===== src/rtl/fwd_scoreboard_pkg.sv =====
// Shared types and helpers for the forwarding scoreboard: in-flight slot entry,
// forward-select width and the register-file select encoding.
package fwd_scoreboard_pkg;

  // Widest register address a slot entry can hold; narrower addresses are zero-extended.
  localparam int MAX_ADDR_W = 8;
  localparam int SEL_RF     = 0;

  typedef struct packed {
    logic                  valid;
    logic [MAX_ADDR_W-1:0] rd;
    logic                  regwrite;
    logic                  load;
  } slot_t;

  localparam slot_t SLOT_EMPTY = '0;

  function automatic int sel_width(input int depth);
    return $clog2(depth);
  endfunction

endpackage


===== src/rtl/fwd_scoreboard_if.sv =====
// ID-stage issue request and EX forwarding/stall response bundle of the scoreboard.
interface fwd_scoreboard_if
  import fwd_scoreboard_pkg::*;
#(
  parameter int ADDR_W  = 5,
  parameter int NUM_SRC = 2,
  parameter int DEPTH   = 3
);
  localparam int SELW = sel_width(DEPTH);

  logic                      issue_valid_i;
  logic [ADDR_W-1:0]         issue_rd_i;
  logic                      issue_regwrite_i;
  logic                      issue_load_i;
  logic [NUM_SRC*ADDR_W-1:0] src_addr_i;
  logic                      hold_i;
  logic                      flush_i;
  logic                      stall_o;
  logic [NUM_SRC*SELW-1:0]   fwd_sel_o;
  logic [15:0]               stall_cnt_o;

  modport master (
    output issue_valid_i, issue_rd_i, issue_regwrite_i, issue_load_i,
           src_addr_i, hold_i, flush_i,
    input  stall_o, fwd_sel_o, stall_cnt_o
  );

  modport slave (
    input  issue_valid_i, issue_rd_i, issue_regwrite_i, issue_load_i,
           src_addr_i, hold_i, flush_i,
    output stall_o, fwd_sel_o, stall_cnt_o
  );

endinterface


===== src/rtl/fwd_src_match.sv =====
// Youngest-producer search for one source operand: yields the forward select
// and whether that producer is a load whose data is not yet forwardable.
module fwd_src_match
  import fwd_scoreboard_pkg::*;
#(
  parameter int ADDR_W   = 5,
  parameter int DEPTH    = 3,
  parameter int LOAD_LAT = 1,
  parameter int SELW     = sel_width(DEPTH)
) (
  input  slot_t [DEPTH-1:0] slots_i,
  input  logic [ADDR_W-1:0] src_i,
  output logic [SELW-1:0]   sel_o,
  output logic              load_hazard_o
);

  // Scan oldest to youngest so the youngest match overwrites older ones.
  always_comb begin
    sel_o         = SELW'(SEL_RF);
    load_hazard_o = 1'b0;
    for (int k = DEPTH; k >= 1; k--) begin
      if (slots_i[k-1].valid && slots_i[k-1].regwrite &&
          (slots_i[k-1].rd == MAX_ADDR_W'(src_i)) && (src_i != '0)) begin
        sel_o         = (k <= DEPTH - 1) ? SELW'(k) : SELW'(SEL_RF);
        load_hazard_o = slots_i[k-1].load && (k < 1 + LOAD_LAT);
      end
    end
  end

endmodule


===== src/rtl/fwd_scoreboard.sv =====
// In-flight instruction scoreboard: tracks EX and later producers, generates
// registered operand-forwarding selects and the load-use stall for ID.
module fwd_scoreboard
  import fwd_scoreboard_pkg::*;
#(
  parameter int ADDR_W   = 5,
  parameter int NUM_SRC  = 2,
  parameter int DEPTH    = 3,
  parameter int LOAD_LAT = 1
) (
  input  logic             clk_i,
  input  logic             rst_i,
  fwd_scoreboard_if.slave  bus
);

  localparam int SELW = sel_width(DEPTH);

  slot_t [DEPTH-1:0]       slots_q, slots_d;
  logic [NUM_SRC*SELW-1:0] fwd_sel_q, fwd_sel_d, sel_vec;
  logic [15:0]             stall_cnt_q, stall_cnt_d;
  logic [NUM_SRC-1:0]      hazard;
  logic                    stall, accept;
  slot_t                   issue_entry;

  for (genvar gi = 0; gi < NUM_SRC; gi++) begin : g_src
    fwd_src_match #(
      .ADDR_W  (ADDR_W),
      .DEPTH   (DEPTH),
      .LOAD_LAT(LOAD_LAT),
      .SELW    (SELW)
    ) u_match (
      .slots_i      (slots_q),
      .src_i        (bus.src_addr_i[gi*ADDR_W +: ADDR_W]),
      .sel_o        (sel_vec[gi*SELW +: SELW]),
      .load_hazard_o(hazard[gi])
    );
  end

  assign stall  = bus.issue_valid_i & ~bus.flush_i & (|hazard);
  assign accept = bus.issue_valid_i & ~stall & ~bus.hold_i & ~bus.flush_i;

  always_comb begin
    issue_entry          = SLOT_EMPTY;
    issue_entry.valid    = 1'b1;
    issue_entry.rd       = MAX_ADDR_W'(bus.issue_rd_i);
    issue_entry.regwrite = bus.issue_regwrite_i;
    issue_entry.load     = bus.issue_load_i;
  end

  // A flush squashes the EX instruction before it moves to slot 2; hold freezes everything.
  always_comb begin
    slots_d     = slots_q;
    fwd_sel_d   = fwd_sel_q;
    stall_cnt_d = stall_cnt_q;
    if (!bus.hold_i) begin
      for (int k = DEPTH - 1; k >= 1; k--) begin
        slots_d[k] = slots_q[k-1];
      end
      if (bus.flush_i) begin
        slots_d[1].valid = 1'b0;
      end
      slots_d[0] = accept ? issue_entry : SLOT_EMPTY;
      fwd_sel_d  = accept ? sel_vec : '0;
      if (stall && (stall_cnt_q != 16'hFFFF)) begin
        stall_cnt_d = stall_cnt_q + 16'd1;
      end
    end
  end

  always_ff @(posedge clk_i) begin
    if (rst_i) begin
      slots_q     <= '0;
      fwd_sel_q   <= '0;
      stall_cnt_q <= '0;
    end else begin
      slots_q     <= slots_d;
      fwd_sel_q   <= fwd_sel_d;
      stall_cnt_q <= stall_cnt_d;
    end
  end

  assign bus.stall_o     = stall;
  assign bus.fwd_sel_o   = fwd_sel_q;
  assign bus.stall_cnt_o = stall_cnt_q;

endmodule


===== src/flat_wrapper.sv =====
// flat-port wrapper written by rule: the top's interface ports become plain ports
module fwd_scoreboard_flat import fwd_scoreboard_pkg::*;
#(
  parameter int ADDR_W   = 5,
  parameter int NUM_SRC  = 2,
  parameter int DEPTH    = 3,
  parameter int LOAD_LAT = 1
)
  (clk_i, rst_i, bus_issue_valid_i, bus_issue_rd_i, bus_issue_regwrite_i, bus_issue_load_i, bus_src_addr_i, bus_hold_i, bus_flush_i, bus_stall_o, bus_fwd_sel_o, bus_stall_cnt_o);
  fwd_scoreboard_if #(.ADDR_W(ADDR_W), .NUM_SRC(NUM_SRC), .DEPTH(DEPTH)) bus_i ();
  input  logic clk_i;
  input  logic rst_i;
  input wire logic [$bits(bus_i.issue_valid_i)-1:0] bus_issue_valid_i;
  input wire logic [$bits(bus_i.issue_rd_i)-1:0] bus_issue_rd_i;
  input wire logic [$bits(bus_i.issue_regwrite_i)-1:0] bus_issue_regwrite_i;
  input wire logic [$bits(bus_i.issue_load_i)-1:0] bus_issue_load_i;
  input wire logic [$bits(bus_i.src_addr_i)-1:0] bus_src_addr_i;
  input wire logic [$bits(bus_i.hold_i)-1:0] bus_hold_i;
  input wire logic [$bits(bus_i.flush_i)-1:0] bus_flush_i;
  output wire logic [$bits(bus_i.stall_o)-1:0] bus_stall_o;
  output wire logic [$bits(bus_i.fwd_sel_o)-1:0] bus_fwd_sel_o;
  output wire logic [$bits(bus_i.stall_cnt_o)-1:0] bus_stall_cnt_o;
  assign bus_i.issue_valid_i = bus_issue_valid_i;
  assign bus_i.issue_rd_i = bus_issue_rd_i;
  assign bus_i.issue_regwrite_i = bus_issue_regwrite_i;
  assign bus_i.issue_load_i = bus_issue_load_i;
  assign bus_i.src_addr_i = bus_src_addr_i;
  assign bus_i.hold_i = bus_hold_i;
  assign bus_i.flush_i = bus_flush_i;
  assign bus_stall_o = bus_i.stall_o;
  assign bus_fwd_sel_o = bus_i.fwd_sel_o;
  assign bus_stall_cnt_o = bus_i.stall_cnt_o;
  fwd_scoreboard #(.ADDR_W(ADDR_W), .NUM_SRC(NUM_SRC), .DEPTH(DEPTH), .LOAD_LAT(LOAD_LAT)) u_core (.clk_i(clk_i), .rst_i(rst_i), .bus(bus_i));
endmodule

===== config.mk =====
export PLATFORM = sky130hd
export DESIGN_NAME = fwd_scoreboard_flat
export DESIGN_NICKNAME = d
export VERILOG_FILES = /design/src/rtl/fwd_scoreboard_pkg.sv /design/src/rtl/fwd_scoreboard_if.sv /design/src/rtl/fwd_src_match.sv /design/src/rtl/fwd_scoreboard.sv /design/src/flat_wrapper.sv
export SDC_FILE = /design/constraint.sdc
export NUM_CORES = 1
export LEC_CHECK = 0
export CAP_MARGIN = 20
export CORE_ASPECT_RATIO = 2
export CORE_MARGIN = 2
export CORE_UTILIZATION = 52
export CTS_CLUSTER_SIZE = 30
export DETAILED_ROUTE_END_ITERATION = 7
export PLACE_DENSITY_LB_ADDON = 0.05
export SLEW_MARGIN = 15
export SYNTH_ARGS = -nofsm -noshare
export SYNTH_HDL_FRONTEND = slang
export SYNTH_SLANG_ARGS = --single-unit

===== constraint.sdc =====
create_clock -name clk_i -period 3.19 [get_ports clk_i]
set_input_delay 0.638 -clock clk_i [delete_from_list [all_inputs] [get_ports clk_i]]
set_output_delay 0.638 -clock clk_i [all_outputs]
set_load 0.01 [all_outputs]

* Yosys cells after proc, flatten, opt, wreduce, memory -nomap -nowiden
Index checks and enable logic that the tools add are counted.
** Cells by class
- Add/sub/neg operators :: 1
- Equality and inequality tests :: 5
- Muxes and demuxes :: 9
- Bitwise operators :: 8
- Reductions and logical operators :: 15
** Operators with widths (number)
- equality test 8 x 5 -> 1 bit :: 4
- adder 16 x 1 -> 16 bit, second input constant :: 1
- inequality test 16 bit, second input constant :: 1
- logical AND 1 bit :: 11
- 2-to-1 mux 11 bit :: 1
- nonzero test 5 bit :: 2
- 2-to-1 mux 2 bit :: 4
- AND 1 bit :: 5
- 2-to-1 mux 4 bit :: 1
- 2-to-1 mux 1 bit :: 3
- inverter 1 bit :: 3
- AND reduction 2 bit :: 1
- OR reduction 2 bit :: 1
** Storage, ports and cells
- Bits in registers :: 41
- Output and inout port bits :: 21
- Logic and storage cells :: 47

* Longest topological paths before layout
Gate-level depths: netlist of the first run.
- Word-level depth :: 11
- Depth in mapped cells :: 8
- Gate-level depth less buffers :: 7

* Modules after synthesis
A second synthesis of the first run with hierarchy kept.
** Second synthesis, totals
- Cells, all modules :: 240
- Area, all modules :: 2152.1 um^2
** By module, submodules not included
- fwd_scoreboard :: times used 1, cells an instance 196, area an instance 1796.7 um^2
- fwd_src_match :: times used 2, cells an instance 22, area an instance 177.7 um^2

* Least setup slack after synthesis of the first run
No wires, ideal clock.
- Path kind :: input -> output
- Start :: input port bus_src_addr_i[1]
- End :: output port bus_stall_o
- Arrival :: 1.828 ns
- Required time :: 2.552 ns
- Setup slack :: 0.724 ns
- Stages :: 5
- Path buffers :: 0
- Path through :: or4_1 nor2_2 nor4_2 or2_4 and4b_1
** Between the ends
- Longest elaborated chain between the ends :: 6
- Elaborated cells between the ends (all ways) :: 7
- Classes of those cells :: 1 x eq/ne; 1 x mux; 1 x bitwise; 4 x reduce/logical
** RTL lines
- start, declared :: line flat_wrapper.sv:17 : input wire logic [$bits(bus_i.src_addr_i)-1:0] bus_src_addr_i;
- equality test 8 x 5 -> 1 bit :: line fwd_src_match.sv:23 : (slots_i[k-1].rd == MAX_ADDR_W'(src_i)) && (src_i != '0)) begin
- logical AND 1 bit :: line fwd_src_match.sv:22 : if (slots_i[k-1].valid && slots_i[k-1].regwrite &&
- logical AND 1 bit (*) :: line fwd_src_match.sv:23
- 2-to-1 mux 1 bit (*) :: line fwd_src_match.sv:22
- OR reduction 2 bit (*) :: line fwd_scoreboard.sv:39 : assign stall = bus.issue_valid_i & ~bus.flush_i & (|hazard);
- AND 1 bit (*) :: line fwd_scoreboard.sv:39
- end, declared :: line flat_wrapper.sv:20 : output wire logic [$bits(bus_i.stall_o)-1:0] bus_stall_o;
Every way passes the cells marked *; elsewhere a longest branch is shown, timed or not.

* Final worst setup path of the first run
- Start :: input port bus_src_addr_i[2]
- End :: output port bus_stall_o
Same word-level chain as after synthesis.

==> metrics.md, run 1 <==
| Metric | Value |
|---|---|
| Final non-filler cell area | 2421 um2 |
| Yosys top cell area share | 40.11% |
| Normalized max-slew margin | 51.22% |
| Core outline area | 3193 um2 |
| Effective utilization at floorplan | 54.70% |
| Die X | 44.98 um |
| Ordered cell list for the critical path | clkdlybuf4s50_1 -> or4_4 -> nor2_4 -> nor4_2 -> or2_4 -> and4b_1 -> dlygate4sd2_1 |
| Vias after detailed routing | 1693 |
| Highest fanout seen on the critical path | 2 |
| Critical path depth | 7 |
| CTS clk-pin slew, worst paths | 70 ps |
| Weighted congestion at the end of routability-driven global placement | 0.9011 |
| Routed len/inst | 15.90 um |
| Commonest register cell after synthesis | dfxtp_1 |
| # fillers | 257 |
| Antenna-violating nets left | 0 |
| DRC errors left | 0 |
| Min Tclk post-route | 3142 ps |
| Layout overhead on the synthesized area | 38.61% |
| Leakage power of the design | 0.0008680 uW |
| Final Cycle Share | 98.50% |
| Antenna cells | 0 |
| Dominant delay contributor by cell family on the critical path | simple AND/OR/NAND/NOR gates |
| Placed standard-cell area | 2298 um2 |
| Startpoint of the worst register-to-register path | u_core.slots_q[2]$_SDFFE_PP0N_ |
| Number of global-route vias before repair | 1752 |
| Antenna violations before repair | 0 |
| DIE AREA | 3866 um2 |
| Via/cell ratio | 5.961 |
| Number of buffers created by CTS | 5 |
| Status | completed |
| Peak ir drop on the vdd network | 0.5043 mV |
| Port Buffers | 42 |
| Num Clock Sinks | 35 |
| Post-CTS repair timing setup buffer count | 0 |
| Synthesized flop and latch total | 35 |
| Buffer type at the clock tree root | clkbuf_8 |
| Max Cap Violations | 0 |
| Post-Syn Instances | 194 |
| CP startpoint kind | primary input |
| Slack of the critical path | 47.86 ps |
| Critical path class | primary input to output pin |
| Synth area leaders | dfxtp_1 (40%), xnor2_1 (7.0%), a22o_1 (4.5%), xor2_1 (4.5%), mux2i_1 (4.0%) |
| Net count reported at finish | 275 |
| Die Y-Extent | 85.96 um |
| Setup-failing EPs final | 0 |
| Setup TNS | 0 ps |
| Share of layout cells above drive strength 1 | 14.23% |
| Final Max Slew Viols | 0 |
| CP arrival | 2500 ps |
| Number of levels the H-tree was split into | 2 |
| Endpoint class of the critical path | output pin |
| Wire length of the first global-routing pass | 7665 um |
| Worst clock skew | 7.972 ps |
| Initial drt markers | 26 |
| Setup slack, reg-to-reg | 1070 ps |
| Largest area contributor in the synthesized netlist | dfxtp_1 |
| EDFF count, synth | 0 |
| Avg Synthesized Cell Area | 9.003 um2 |
| Proportion of synthesized chip area in sequential cells | 40.11% |
| Pwr Density | 388.5 nW/um2 |
| Share of synthesized registers carrying an async set or reset | 0% |
| Number of core rows | 29 |
| Tot GR Track Use | 26.57% |
| Worst-Skew Late Latency | 300 ps |
| Maximum frequency from static timing analysis | 0.3183 GHz |
| Number of endpoints with negative hold slack in the final report | 0 |
| Hold crit path type | register to register |
| Syn nets | 217 |
| Post-placement worst setup slack | -167.7 ps |
| Maximum number of pins on one net before global-route repair | 21 |
| Capturing element of the worst setup path | bus_stall_o |
| Terminus of the critical flop-to-flop path | u_core.bus.stall_cnt_o[7]$_SDFFE_PP0P_ |
| Synthesized cell area | 1747 um2 |
| Overflow left after global routing | 0 |
| Quantity of hold-fixing buffers added after cts | 0 |
| Placed wire-length estimate after detailed placement | 3469 um |
| CP Buf/Inv Count | 2 |
| Measured slew at the worst slew-check pin | 730.2 ps |
| Maximum count of clock buffers along a single path | 2 |
| Crit. Startpoint | bus_src_addr_i[2] |
| CTS tree | done |
| Worst reg2reg path depth | 8 |
| Worst stage delay on the critical path | 560 ps |
| Number of top-level pins | 43 |
| Count of TritonRoute iterations in the first routing pass | 4 |
| Distinct cell type count of the synthesized netlist | 41 |
| Number of warnings reported in the yosys synthesis log | 0 |
| Worst Path Required | 2550 ps |
| Max stage delay cell, worst path | or4_4 |
| DRT Wirelength | 4517 um |
-- layer usage --
| layer | GRT usage, % | part of all wire (%) | routed length, um |
|---|---|---|---|
| met5 | 0 | 0 | 0 |
| met4 | 11.23 | 2.3 | 105 |
| met3 | 6.105 | 4.2 | 191 |
| met2 | 50.78 | 60 | 2704 |
| met1 | 24.64 | 34 | 1516 |
-- where the power goes --
group          switching (uW)  total (uW)  internal, uW  leakage [uW]
logic                    36.2        85.5          49.3      0.000527
registers                4.40         445           440      0.000282
clock network             178         411           233     0.0000581
total                     218         941           722      0.000868
-- flip-flops by register name (all words and copies together) (netlist names) --
| signal | count |
|---|---|
| u_core.bus.fwd_sel_o | 4 |
| u_core.slots_q | 15 |
| u_core.bus.stall_cnt_o | 16 |
-- cell type report --
cell class | instances | area (um2) | share of cell area, %
flip-flops and latches | 35 | 700.7 | 28.94
repair buffers | 58 | 541.8 | 22.38
well taps | 31 | 38.79 | 1.602
multi-input cells | 148 | 1012 | 41.81
clock buffers | 5 | 68.82 | 2.842
clock inverters | 3 | 43.79 | 1.809
inverters | 4 | 15.01 | 0.6202
-- synthesized netlist by cell type (2+ instances only) --
cell     number
nand3_1       8
o21ai_0       8
or3_1         7
nor3_1        7
a21oi_1      12
xnor2_1      14
o31ai_1       4
nand2_1       9
nor4_1        2
inv_1         4
or2_2         2
a22o_1        9
nor3b_1       2
xor2_1        9
or4_1         5
nand4_1       5
dfxtp_1      35
a22oi_1       2
mux2i_1       7
buf_1         5
nor2_1       18
-- worst register-to-register path: cells and delay by family (launching register included) --
kind	cells	cell delay, ps
simple gates	3	920
buf+inv	2	370
flops	1	420
compound gates	2	210
xor+xnor	1	140
-- logic make-up (layout without fill, tap and decap cells) --
logic type                 count (synthesis)  in the layout  synth area share (%)
muxes                                      7              7                 4.012
and+or+nand+nor                           74             74                 23.93
buffers and inverters                     11             70                 2.435
AOI/OAI and AO/OA                         43             43                 17.26
xor gates and xnor gates                  23             23                 11.53
DFF                                       35             35                 40.11
adders and majority gates                  1              1                0.7162
-- cell usage in the layout, fill, tap and decap left out, types with 7 or more instances in the layout --
cell type and count:
nand2_1 9, o21ai_0 8, mux2i_1 7, nand3_1 8
nor2_1 18, nor3_1 7, or3_1 7, a21oi_1 12
clkdlybuf4s50_1 40, a22o_1 9, buf_4 16, xnor2_1 14
dfxtp_1 35, xor2_1 9
-- stage by stage --
step | hold WS, ps | instances | util (%) | total power, uW
after floorplan | 449.2 | 194 | - | 488.1
after global placement | 466.5 | 276 | 71.98 | 536.0
after detailed placement | 468.0 | 276 | 71.98 | 539.2
after CTS | 494.3 | 284 | 75.47 | 942.0
after global routing | 525.7 | 284 | 75.82 | 968.3
final | 497.1 | 284 | 75.82 | 940.6
-- worst min path at each step --
stage,from,endpoint,slack [ps],cells past startpoint
2_1_floorplan,u_core.slots_q[10]$_SDFFE_PP0N_,u_core.slots_q[10]$_SDFFE_PP0N_,450,1
3_3_place_gp,u_core.bus.fwd_sel_o[3]$_SDFFE_PP0N_,u_core.bus.fwd_sel_o[3]$_SDFFE_PP0N_,470,1
3_5_place_dp,u_core.bus.fwd_sel_o[3]$_SDFFE_PP0N_,u_core.bus.fwd_sel_o[3]$_SDFFE_PP0N_,470,1
4_1_cts,u_core.bus.fwd_sel_o[3]$_SDFFE_PP0N_,u_core.bus.fwd_sel_o[3]$_SDFFE_PP0N_,490,1
5_1_grt,u_core.slots_q[10]$_SDFFE_PP0N_,u_core.slots_q[10]$_SDFFE_PP0N_,530,1
6_report,u_core.bus.fwd_sel_o[1]$_SDFFE_PP0N_,u_core.bus.fwd_sel_o[1]$_SDFFE_PP0N_,500,1
-- timing repair --
item | CTS | global route
pin swaps | 0 | 2
gates resized for setup | 1 | 3
endpoints found under the setup margin | 1 | 1
endpoints found under the hold margin | 0 | 0
No activity file was read; power rests on OpenSTA's default activity.
==> run 2, diff against run 1 <==
--- a/config.mk
+++ b/config.mk
@@ -8,9 +8,11 @@
 export CAP_MARGIN = 20
 export CORE_ASPECT_RATIO = 2
 export CORE_MARGIN = 2
-export CORE_UTILIZATION = 52
+export CORE_UTILIZATION = 44
+export CTS_CLUSTER_DIAMETER = 30
 export CTS_CLUSTER_SIZE = 30
 export DETAILED_ROUTE_END_ITERATION = 7
+export GPL_TIMING_DRIVEN = 1
 export PLACE_DENSITY_LB_ADDON = 0.05
 export SLEW_MARGIN = 15
 export SYNTH_ARGS = -nofsm -noshare
==> constraint.sdc (replaced) <==
create_clock -name clk_i -period 2.8 [get_ports clk_i]
set_input_delay 0.56 -clock clk_i [delete_from_list [all_inputs] [get_ports clk_i]]
set_output_delay 0.56 -clock clk_i [all_outputs]
set_load 0.01 [all_outputs]
==> metrics.md, run 2 (synthesis results as in run 1) <==
| Metric | Value |
|---|---|
| Status | completed |
| Quantity of hold-fixing buffers added after cts | 0 (unchanged) |
| Number of cells in the finished layout apart from fillers | 307 (+8.1%) |
| Final Max Slew Viols | 0 (unchanged) |
| Wire length of the first global-routing pass | 7583 um (-1.1%) |
| DRC errors left | 0 (unchanged) |
| Min Tclk post-route | 2711 ps |
| Die X | 48.55 um (+7.9%) |
| Placed wire-length estimate after detailed placement | 3539 um (+2.0%) |
| Worst reg2reg path depth | 7 (-1) |
| Core outline area | 3844 um2 (+20%) |
| Normalized max-slew margin | 48.97% (-2.2 points) |
| CTS clk-pin slew, worst paths | 60 ps (about the same) |
| Vias after detailed routing | 1652 (-2.4%) |
| Startpoint of the worst register-to-register path | u_core.slots_q[2]$_SDFFE_PP0N_ |
| Final Power | 970.9 uW (+3.2%) |
| Measured slew at the worst slew-check pin | 763.9 ps (+33.66 ps) |
| Leading cell types in the layout, fill and taps excluded | clkdlybuf4s50_1 (37), dfxtp_1 (35), buf_4 (19), nor2_1 (18), xnor2_1 (14) |
| Number of top-level pins | 43 (unchanged) |
| Antenna-violating nets left | 0 (unchanged) |
| Net count reported at finish | 279 (+1.5%) |
| DRT Wirelength | 4400 um (-2.6%) |
| Critical path class | primary input to output pin |
| Setup-failing EPs final | 0 (unchanged) |
| Ordered cell list for the critical path | clkdlybuf4s50_1 -> xnor2_1 -> nand4_1 -> nor4_2 -> or2_4 -> and4b_1 -> buf_2 |
| CP arrival | 2150 ps (-350 ps) |
| Port Buffers | 42 (unchanged) |
| Setup repair after global routing missed its margin | no |
| Worst stage delay on the critical path | 440 ps (-120 ps) |
| Routed len/inst | 14.33 um (-9.9%) |
| Leakage power of the design | 0.0008800 uW (+1.4%) |
| # fillers | 344 (+34%) |
| Number of global-route vias before repair | 1714 (-2.2%) |
| Worst hold path startpoint | u_core.bus.fwd_sel_o[1]$_SDFFE_PP0N_ |
| Cells after DPL | 299 (+8.3%) |
| Worst-Skew Late Latency | 290 ps (about the same) |
| Slack of the critical path | 89.13 ps (+41.27 ps) |
| Worst clock skew | 7.916 ps (-0.05598 ps) |
| Layout overhead on the synthesized area | 40.40% |
| Post-placement worst setup slack | -361.2 ps (-193.5 ps) |
| CP startpoint kind | primary input |
| Die Y-Extent | 93.10 um (+8.3%) |
| Tot GR Track Use | 21.68% (-4.9 points) |
| Pwr Density | 395.9 nW/um2 (+1.9%) |
| Met1 Use GR | 19.18% (-5.5 points) |
| Met3 track utilization from global routing | 3.834% (-2.3 points) |
| Maximum frequency from static timing analysis | 0.3689 GHz |
| Final Cycle Share | 96.82% |
| Initial drt markers | 26 (unchanged) |
| Max FFs per register | 16 (unchanged) |
| Worst-case hold path end point | u_core.bus.fwd_sel_o[1]$_SDFFE_PP0N_ |
| Terminus of the critical flop-to-flop path | u_core.bus.stall_cnt_o[5]$_SDFFE_PP0P_ |
| Most utilized layer in the global route result | met2 |
| Max Cap Violations | 0 (unchanged) |
| Share of layout cells above drive strength 1 | 15.63% (+1.4 points) |
| Number of core rows | 32 (+10%) |
| CTS tree | done |
| Weighted congestion at the end of routability-driven global placement | 0.9419 (+4.5%) |
| Overflow left after global routing | 0 (unchanged) |
| Via/cell ratio | 5.381 (-9.7%) |
| Num Clock Sinks | 35 (unchanged) |
| Maximum number of pins on one net before global-route repair | 22 (+4.8%) |
| Antenna cells | 0 (unchanged) |
| Maximum count of clock buffers along a single path | 2 (unchanged) |
| Highest fanout seen on the critical path | 2 (unchanged) |
| Count of TritonRoute iterations in the first routing pass | 4 (unchanged) |
| Endpoint class of the critical path | output pin |
| Hold crit path type | register to register |
| Peak ir drop on the vdd network | 0.4478 mV (-11%) |
| Number of buffers created by CTS | 5 (unchanged) |
| Effective utilization at floorplan | 45.44% (-9.3 points) |
| Setup slack, reg-to-reg | 610 ps (-460 ps) |
| Antenna violations before repair | 0 (unchanged) |
| Buffer type at the clock tree root | clkbuf_8 |
| Number of endpoints with negative hold slack in the final report | 0 (unchanged) |
| Max stage delay cell, worst path | clkdlybuf4s50_1 |
| DIE AREA | 4520 um2 (+17%) |
| Grt met2 use | 44.56% (-6.2 points) |
| Number of stages on the worst hold path | 1 (unchanged) |
| Most common library cell in the layout ignoring fill and taps | clkdlybuf4s50_1 |
| Worst Path Required | 2240 ps (-310 ps) |
| Number of levels the H-tree was split into | 2 (unchanged) |
run 2: cell count changes in the layout (fill, tap and decap cells not counted), sizes merged:
cell / previous run / this run
dlygate4sd2: 1 / 3
clkdlybuf4s50: 40 / 37
buf: 16 / 21
clkbuf: 5 / 6
bufinv: 1 / 0
clkinv: 2 / 1
run 2: layout make-up:
cell class | instances | area, um2 | share of cell area [%]
sequential | 35 | 700.7 | 28.57
tap | 51 | 63.81 | 2.602
clock inverter | 1 | 5.005 | 0.2041
clock buffer | 6 | 82.58 | 3.367
inverter | 4 | 15.01 | 0.6122
multi-input combinational | 148 | 1008 | 41.12
timing repair buffer | 62 | 576.8 | 23.52
run 2: how the worst max path moves through the flow:
stage	end	slack [ps]	startpoint
after CTS	bus_stall_o	0.007	bus_src_addr_i[4]
after global routing	bus_stall_o	9	bus_src_addr_i[9]
after detailed placement	bus_stall_o	-360	bus_src_addr_i[1]
final	bus_stall_o	90	bus_src_addr_i[0]
after floorplan	bus_stall_o	490	bus_src_addr_i[1]
after global placement	bus_stall_o	-360	bus_src_addr_i[1]
run 2: worst max-delay path, delay by kind of cell:
kind / cells / cell delay, ps
and+or+nand+nor: 4 / 770
buffers and inverters: 2 / 560
xor gates and xnor gates: 1 / 260
run 2: where the power goes:
part,switching [uW],internal (uW)
sequential,5.10,502
combinational,41.8,56.9
clock,172,193
run 2: per-layer routing:
metal | up-vias | wire length, um
met5 | - | 0
met4 | 0 | 149
met3 | 10 | 134
met2 | 42 | 2564
met1 | 773 | 1551
li1 | 827 | -
run 2: repair_timing:
action,CTS,global route
buffers inserted,1,0
setup endpoints to repair,1,1
resized for setup,7,2
pin swaps,3,0
run 2: through the flow:
| stage | TNS [ps] | hold WS (ps) | utilization, % | instance area, um2 |
|---|---|---|---|---|
| floorplan | 0 | 449.2 | - | 1747 |
| global placement | -396.2 | 468.5 | 61.36 | 2359 |
| detailed placement | -565.4 | 468.1 | 61.36 | 2359 |
| CTS | 0 | 493.5 | 63.61 | 2445 |
| global route | 0 | 511.5 | 63.80 | 2452 |
| finish | 0 | 487.3 | 63.80 | 2452 |
